## src/rtl/imem_pkg.sv

```systemverilog
// Shared types and default constants for the instruction-memory fetch unit.
package imem_pkg;

  localparam int unsigned IMEM_ADDR_W      = 16;
  localparam int unsigned IMEM_DEPTH       = 256;
  localparam int unsigned IMEM_INSTR_BYTES = 2;

  typedef enum logic {
    EMPTY = 1'b0,
    FULL  = 1'b1
  } fetch_state_e;

  // Index width for a byte array; never zero so a 1-byte memory still has a port.
  function automatic int unsigned idx_width(input int unsigned depth);
    return (depth > 1) ? $clog2(depth) : 1;
  endfunction

endpackage

```

## src/rtl/imem_byte_array.sv

```systemverilog
// Byte-wide storage with one synchronous write port and LANES combinational read lanes.
module imem_byte_array
  import imem_pkg::*;
#(
  parameter int unsigned DEPTH = IMEM_DEPTH,
  parameter int unsigned LANES = IMEM_INSTR_BYTES,
  parameter int unsigned IDX_W = idx_width(DEPTH)
) (
  input  logic                        clk,
  input  logic                        we,
  input  logic [IDX_W-1:0]            waddr,
  input  logic [7:0]                  wdata,
  input  logic [LANES-1:0][IDX_W-1:0] raddr,
  output logic [LANES-1:0][7:0]       rdata
);

  logic [7:0] mem [DEPTH];

  // Contents are deliberately not reset so a loaded program survives rst.
  always_ff @(posedge clk) begin
    if (we) mem[waddr] <= wdata;
  end

  always_comb begin
    rdata = '0;
    for (int unsigned i = 0; i < LANES; i++) begin
      rdata[i] = mem[raddr[i]];
    end
  end

endmodule

```

## src/rtl/imem_fetch_unit.sv

```systemverilog
// Instruction fetch unit: big-endian multi-byte reads with range fault and a
// one-entry registered response stage (EMPTY/FULL).
module imem_fetch_unit
  import imem_pkg::*;
#(
  parameter int unsigned ADDR_W      = IMEM_ADDR_W,
  parameter int unsigned DEPTH       = IMEM_DEPTH,
  parameter int unsigned INSTR_BYTES = IMEM_INSTR_BYTES
) (
  input  logic                     clk,
  input  logic                     rst,
  input  logic                     req_valid,
  output logic                     req_ready,
  input  logic [ADDR_W-1:0]        req_addr,
  output logic                     rsp_valid,
  input  logic                     rsp_ready,
  output logic [8*INSTR_BYTES-1:0] rsp_data,
  output logic                     rsp_fault,
  input  logic                     ld_en,
  input  logic [ADDR_W-1:0]        ld_addr,
  input  logic [7:0]               ld_data
);

  localparam int unsigned IDX_W  = idx_width(DEPTH);
  localparam int unsigned DATA_W = 8 * INSTR_BYTES;
  localparam int unsigned EXT_W  = ADDR_W + 1;

  fetch_state_e                        state;
  logic                                accept;
  logic                                fault_c;
  logic                                wr_en;
  logic [EXT_W-1:0]                    last_addr;
  logic [INSTR_BYTES-1:0][IDX_W-1:0]   lane_addr;
  logic [INSTR_BYTES-1:0][7:0]         lane_data;
  logic [DATA_W-1:0]                   word_c;

  assign req_ready = (!rsp_valid || rsp_ready) && !ld_en;
  assign accept    = req_valid && req_ready;

  // One extra bit so a request near the top of the address space cannot wrap to byte 0.
  assign last_addr = EXT_W'(req_addr) + EXT_W'(INSTR_BYTES - 1);
  assign fault_c   = last_addr >= EXT_W'(DEPTH);

  assign wr_en = ld_en && !rst && (EXT_W'(ld_addr) < EXT_W'(DEPTH));

  // Lane i reads byte a+i; lane 0 lands in the most significant byte.
  for (genvar i = 0; i < INSTR_BYTES; i++) begin : g_lane
    assign lane_addr[i] = IDX_W'(req_addr + ADDR_W'(i));
    assign word_c[DATA_W-1-8*i -: 8] = lane_data[i];
  end

  imem_byte_array #(
    .DEPTH (DEPTH),
    .LANES (INSTR_BYTES),
    .IDX_W (IDX_W)
  ) u_mem (
    .clk   (clk),
    .we    (wr_en),
    .waddr (IDX_W'(ld_addr)),
    .wdata (ld_data),
    .raddr (lane_addr),
    .rdata (lane_data)
  );

  // Output stage; accept in FULL implies rsp_ready, so new data replaces old.
  always_ff @(posedge clk or posedge rst) begin
    if (rst) begin
      state     <= EMPTY;
      rsp_valid <= 1'b0;
      rsp_data  <= '0;
      rsp_fault <= 1'b0;
    end else begin
      case (state)
        EMPTY: begin
          if (accept) begin
            state     <= FULL;
            rsp_valid <= 1'b1;
            rsp_data  <= fault_c ? '0 : word_c;
            rsp_fault <= fault_c;
          end
        end
        FULL: begin
          if (accept) begin
            rsp_data  <= fault_c ? '0 : word_c;
            rsp_fault <= fault_c;
          end else if (rsp_ready) begin
            state     <= EMPTY;
            rsp_valid <= 1'b0;
          end
        end
        default: begin
          state     <= EMPTY;
          rsp_valid <= 1'b0;
        end
      endcase
    end
  end

endmodule

```

## config.mk

```make
export PLATFORM = sky130hd
export DESIGN_NAME = imem_fetch_unit
export DESIGN_NICKNAME = d
export VERILOG_FILES = /design/src/rtl/imem_pkg.sv /design/src/rtl/imem_byte_array.sv /design/src/rtl/imem_fetch_unit.sv
export SDC_FILE = /design/constraint.sdc
export NUM_CORES = 2
export LEC_CHECK = 0
export ABC_AREA = 1
export CELL_PAD_IN_SITES_DETAIL_PLACEMENT = 1
export CELL_PAD_IN_SITES_GLOBAL_PLACEMENT = 1
export CORE_ASPECT_RATIO = 1.25
export CORE_MARGIN = 10
export CORE_UTILIZATION = 25
export CTS_BUF_LIST = sky130_fd_sc_hd__clkbuf_8
export CTS_CLUSTER_SIZE = 14
export DETAILED_ROUTE_END_ITERATION = 6
export MAX_ROUTING_LAYER = met4
export PLACE_DENSITY = 0.45
export SETUP_SLACK_MARGIN = 0.02
export SLEW_MARGIN = 10
export SYNTH_ARGS = -nofsm -noshare
export SYNTH_HDL_FRONTEND = slang
export SYNTH_HIERARCHICAL = 1
export SYNTH_SLANG_ARGS = --single-unit
```

## constraint.sdc

```tcl
create_clock -name clk -period 4.2 [get_ports clk]
set_input_delay 0.84 -clock clk [delete_from_list [all_inputs] [get_ports clk]]
set_output_delay 0.84 -clock clk [all_outputs]
set_load 0.03 [all_outputs]
```

==> After elaboration in Yosys (flattened, before gate mapping) <==
Memory sizes are Yosys's and may differ from the RTL's.
Cells that the tools add are included.
{ "word_totals": {"ramBits": 2048, "latch_bits": 0, "input_bits": 45, "n_memories": 1, "regBits": 19, "out_inout_bits": 19, "elab_cells": 35, "romBits": 0} }
{ "classes": {"n_mul": 0, "bitwise": 1, "n_reduce_logical": 9, "n_addsub": 2, "eq_ne": 3, "order_cmp": 2, "shift": 0, "muxes": 13, "div": 0} }
{ "mem_list": {"columns": ["name", "depth", "width", "read_ports", "rd_ports_with_merged_regs", "write_ports", "line_no", "rtl"], "rows": [
  ["u_mem.mem", 256, 8, 2, 0, 1, "imem_byte_array.sv:17", "logic [7:0] mem [DEPTH];"]
]} }
{ "op_table": {"columns": ["operator", "count"], "rows": [
  ["two-way mux 16 bit", 2],
  ["adder 16 x 1 -> 17 bit, second input constant", 1],
  [">= comparator 17 x 9 -> 1 bit, second input constant", 1],
  ["< comparator 16 x 9 -> 1 bit, second input constant", 1],
  ["two-way mux 1 bit", 9],
  ["adder 8 x 1 -> 8 bit, second input constant", 1],
  ["!= test 2 bit, second input constant", 3],
  ["logical AND 1 bit", 4],
  ["case mux 1 bit (2 select lines)", 2],
  ["zero test 1 bit", 3],
  ["AND reduction 3 bit", 1],
  ["logical OR 1 bit", 1],
  ["inverter 1 bit", 1]
]} }

==> Depth between registers and ports, before layout <==
{ "depth": {"ltp_word": 6, "mapped_depth": 20, "depth_no_buf": 16} }

==> Hierarchy <==
Netlist, hierarchy kept.
{ "by_module_without_submodules": {"columns": ["module", "area_each_um2", "seq_area_each_um2", "n_inst", "cells_each"], "rows": [
  ["imem_byte_array", 103538.1, 61499.0, 1, 11556],
  ["imem_fetch_unit", 1402.6, 475.5, 1, 209]
]} }

==> Worst setup path after synthesis <==
No wires, ideal clock.
{ "synth_timing": {"path_type": "input to register", "startpoint": "input rst", "endpoint": "memory u_mem.mem[162][0], enable pin", "t_arrival_ns": 2.681, "path_buffers": 2, "required_ns": 3.830, "cell_stages": 7, "setup_ns": 0.370, "slack_ns": 1.149, "path_cell_list": "inv_1 nand3_1 nor2_1 clkbuf_1 nand3_1 clkbuf_1 nor2_1"} }
{ "synth_between": {"elab_chain_cells": 5} }
{ "synth_lines": {"columns": ["element", "line_no", "rtl"], "rows": [
  ["start: declaration", "imem_fetch_unit.sv:11", "input logic rst,"],
  ["zero test 1 bit (no source line)", null, null],
  ["logical AND 1 bit (2 in a row)", "imem_fetch_unit.sv:44", "assign wr_en = ld_en && !rst && (EXT_W'(ld_addr) < EXT_W'(DEPTH));"],
  ["via wr_en", "imem_fetch_unit.sv:31", "logic wr_en;"],
  ["two-way mux 1 bit", "imem_byte_array.sv:21", "if (we) mem[waddr] <= wdata;"],
  ["two-way mux 1 bit (implied by the code)", "imem_byte_array.sv:21", null],
  ["end: declaration", "imem_byte_array.sv:17", null]
]} }
The timed path passes the listed nets, and every way through them passes these cells.

==> Worst setup path in the final report <==
{ "layout_timing": {"startpoint": "register rsp_data[1]", "endpoint": "output rsp_data[1]"} }
{ "layout_lines": {"columns": ["element", "line_no", "rtl"], "rows": [
  ["start: declaration", "imem_fetch_unit.sv:17", "output logic [8*INSTR_BYTES-1:0] rsp_data,"],
  ["start signal: assignment", "imem_fetch_unit.sv:78", "rsp_data <= fault_c ? '0 : word_c;"],
  ["start signal: assignment", "imem_fetch_unit.sv:84", "rsp_data <= fault_c ? '0 : word_c;"]
]} }
No word-level cell between the ends.

==> results.toml <==
[critical_path]
worst_ep_required_time_ns = 3.36
cp-startpoint = "rsp_data[1]$_DFFE_PP0P_"
arrival_ns = 2.60
worstSetupStartpointType = "register"
cp_max_fo = 2
worst_path_max_delay_cell = "clkdlybuf4s50_1"
cp_cell_sequence = "clkdlybuf4s50_1"
rr_startpoint = "u_mem/mem[139][2]$_DFFE_PP_"
slowest_delay_ns = 0.82
path_delay_family = "buffers and inverters"
critPathKind = "register to output port"
crit_path_end_kind = "output port"
critPathBufInv = 1

[sta]
hold_viol = 0
setup_viol = 0
rsz0062_at_grt = "false"
maxSlewViolCount = 0
finalClockSkew_ns = 0.07466
postLayoutSetupSlackWorst_ns = 0.7624
fin_crit_sh = 0.8185
maxSlewHeadroom = 0.1147
fmax_ghz = 0.2909
period_needed_ns = 3.438
tightestPinTransition_ns = 1.328

[cells_and_area]
layout_commonest_cell = "nand2_1"
area_growth_pct = 18.20
regArea_um2 = 61970
nets = 12200
drive_gt1_frac = 0.1135
nFillCells = 48000
multi_input_area_um2 = 37960
most-common-layout-cells = "nand2_1, nand3_1, edfxtp_1"

[logic_synthesis]
synth_cell_types = 27
synth_top_family_by_area = "simple AND/OR/NAND/NOR gates"
synth_mux_area_frac = 0
syn_inst = 11770
synthTopCellsByArea = "edfxtp_1, nand3_1, nand2_1, buf_2, nor2_1"
yosys.area.top_type = "edfxtp_1"
yosys.area_share.xor_xnor = 0.0006677
yosys_warnings = 6
synth_fa_ha_area_frac = 0.0002385
synth_top_area_share = 0.5860
syn_nets = 11810
ys_seq_area_frac = 0.5906
synth_compound_area_frac = 0.0003338
syn_area_um2 = 104900
synthSimpleGateAreaFrac = 0.3592
syn_area_per_cell_um2 = 8.920
ys_ff_latch = 2067

[detailed_routing]
ant_nets = 0
routed_wl_um = 525000
wl_per_cell_um = 29.25
drt-pass1-iter-count = 6
drtIter0Drc = 7651
vias_per_cell = 5.194
drc_errors = 0
num_vias = 93220

[grt]
antenna_found_initial = 21
grt.overflow.total = 0
grt_pass1_wl_um = 741500
grt_max_degree = 122
grt_pass1_vias = 97490
grt_usage = 0.2339

[min_path]
min_from = "ld_data[4]"
hp-class = "input pin to register"

[floorplan]
fp-row-count = 265
die-area_um2 = 446200
core_um2 = 417400
io-pin-count = 64
start_util = 0.2514
die_x_um = 599.5
die_y_um = 744.4

[place]
pre_cts_ws_ns = -0.2575
gp_congestion = 0.8861
port_buffers = 63
hpwlAfterDp_um = 340800

[run_status]
status = "completed"

[clock_network]
worstSkewPairLatency_ns = 1.18
clock_path_buffers = 4
cts_htree_levels = 5
cts_tree = "yes"
clkTransAtPathRegs_ns = 0.07
cts_resized = 0
cts_buffers = 382
clkSinkCount = 2067
postCtsHoldBufs = 1
cts_setup_buffers = 0
cts-root-buf = "clkbuf_8"

[power_and_ir_drop]
p_leak_uw = 0.04665
p_total_uw = 48880
p_per_area_nw_per_um2 = 394.1
ir_worst_vdd_mv = 0.2072

[flow_run]
maxCapViolations = 0
-- registers in the layout (all words and copies together) (netlist names) --
name	count
rsp_data	16
state	1
u_mem/mem	2048
rsp_fault	1
rsp_valid	1
-- report_power, final --
part	internal, uW	switching [uW]	total, uW
Combinational	2030	5300	7330
Clock	9310	9560	18900
Sequential	22700	7.08	22700
Total	34000	14900	48900
-- cell type report --
cell class,count,area share
antenna,16,0.0003228
clock buffer,392,0.04350
clock inverter,294,0.01250
inverter,80,0.003087
multi-input combinational,8680,0.3060
sequential,2067,0.4996
tap,5473,0.05521
timing repair buffer,946,0.07972
-- synthesized netlist by cell type (all sizes together) --
cell	instances
inv	80
xor2	5
buf	741
xnor2	3
o21ai	3
or4	1
o21bai	2
nor4	1
nand3	4047
a21oi	1
ha	2
edfxtp	2048
clkbuf	197
nand2	4277
nor2	316
nand4	21
nand3b	1
dfrtp	19
-- metal layers --
metal	global-route usage	wire length (um)	vias to the layer above
met3	0.02634	23020	938
met4	0.09518	24180	0
li1	-	-	41670
met1	0.2856	218900	47870
met2	0.3944	258900	2732
met5	-	0	-
-- per-stage QoR --
stage	hold WS, ns	utilization	instances	TNS, ns	cell area, um2
floorplan	0.4397	-	11770	0	104900
global placement	0.4498	0.2804	17250	-1.759	117000
detailed placement	0.4854	0.2804	17250	-1.084	117000
CTS	0.01390	0.2970	17930	0	124000
global route	0.08403	0.2971	17940	0	124000
finish	0.1164	0.2971	17950	0	124000
-- cells by family (layout without fill, tap and decap cells) --
logic type	after synthesis	after routing
compound gates	6	6
xor+xnor	8	8
fa+ha+maj	2	2
buf+inv	1018	1712
flops	2067	2067
other cells	0	16
simple gates	8664	8664
-- worst paths after layout --
path / slack [ns] / end / cells past startpoint
hold reg to reg: 0.48 / rsp_valid$_DFFE_PP0P_ / 1
setup / recovery: 0.76 / rsp_data[1] / 1
setup reg to reg: 1.58 / rsp_data[2]$_DFFE_PP0P_ / 15
min in group asynchronous: 0.63 / rsp_data[13]$_DFFE_PP0P_ / 4
max in group asynchronous: 3.28 / rsp_fault$_DFFE_PP0P_ / 4
hold / removal: 0.12 / u_mem/mem[118][4]$_DFFE_PP_ / 1
No activity file was read; power rests on OpenSTA's default activity.
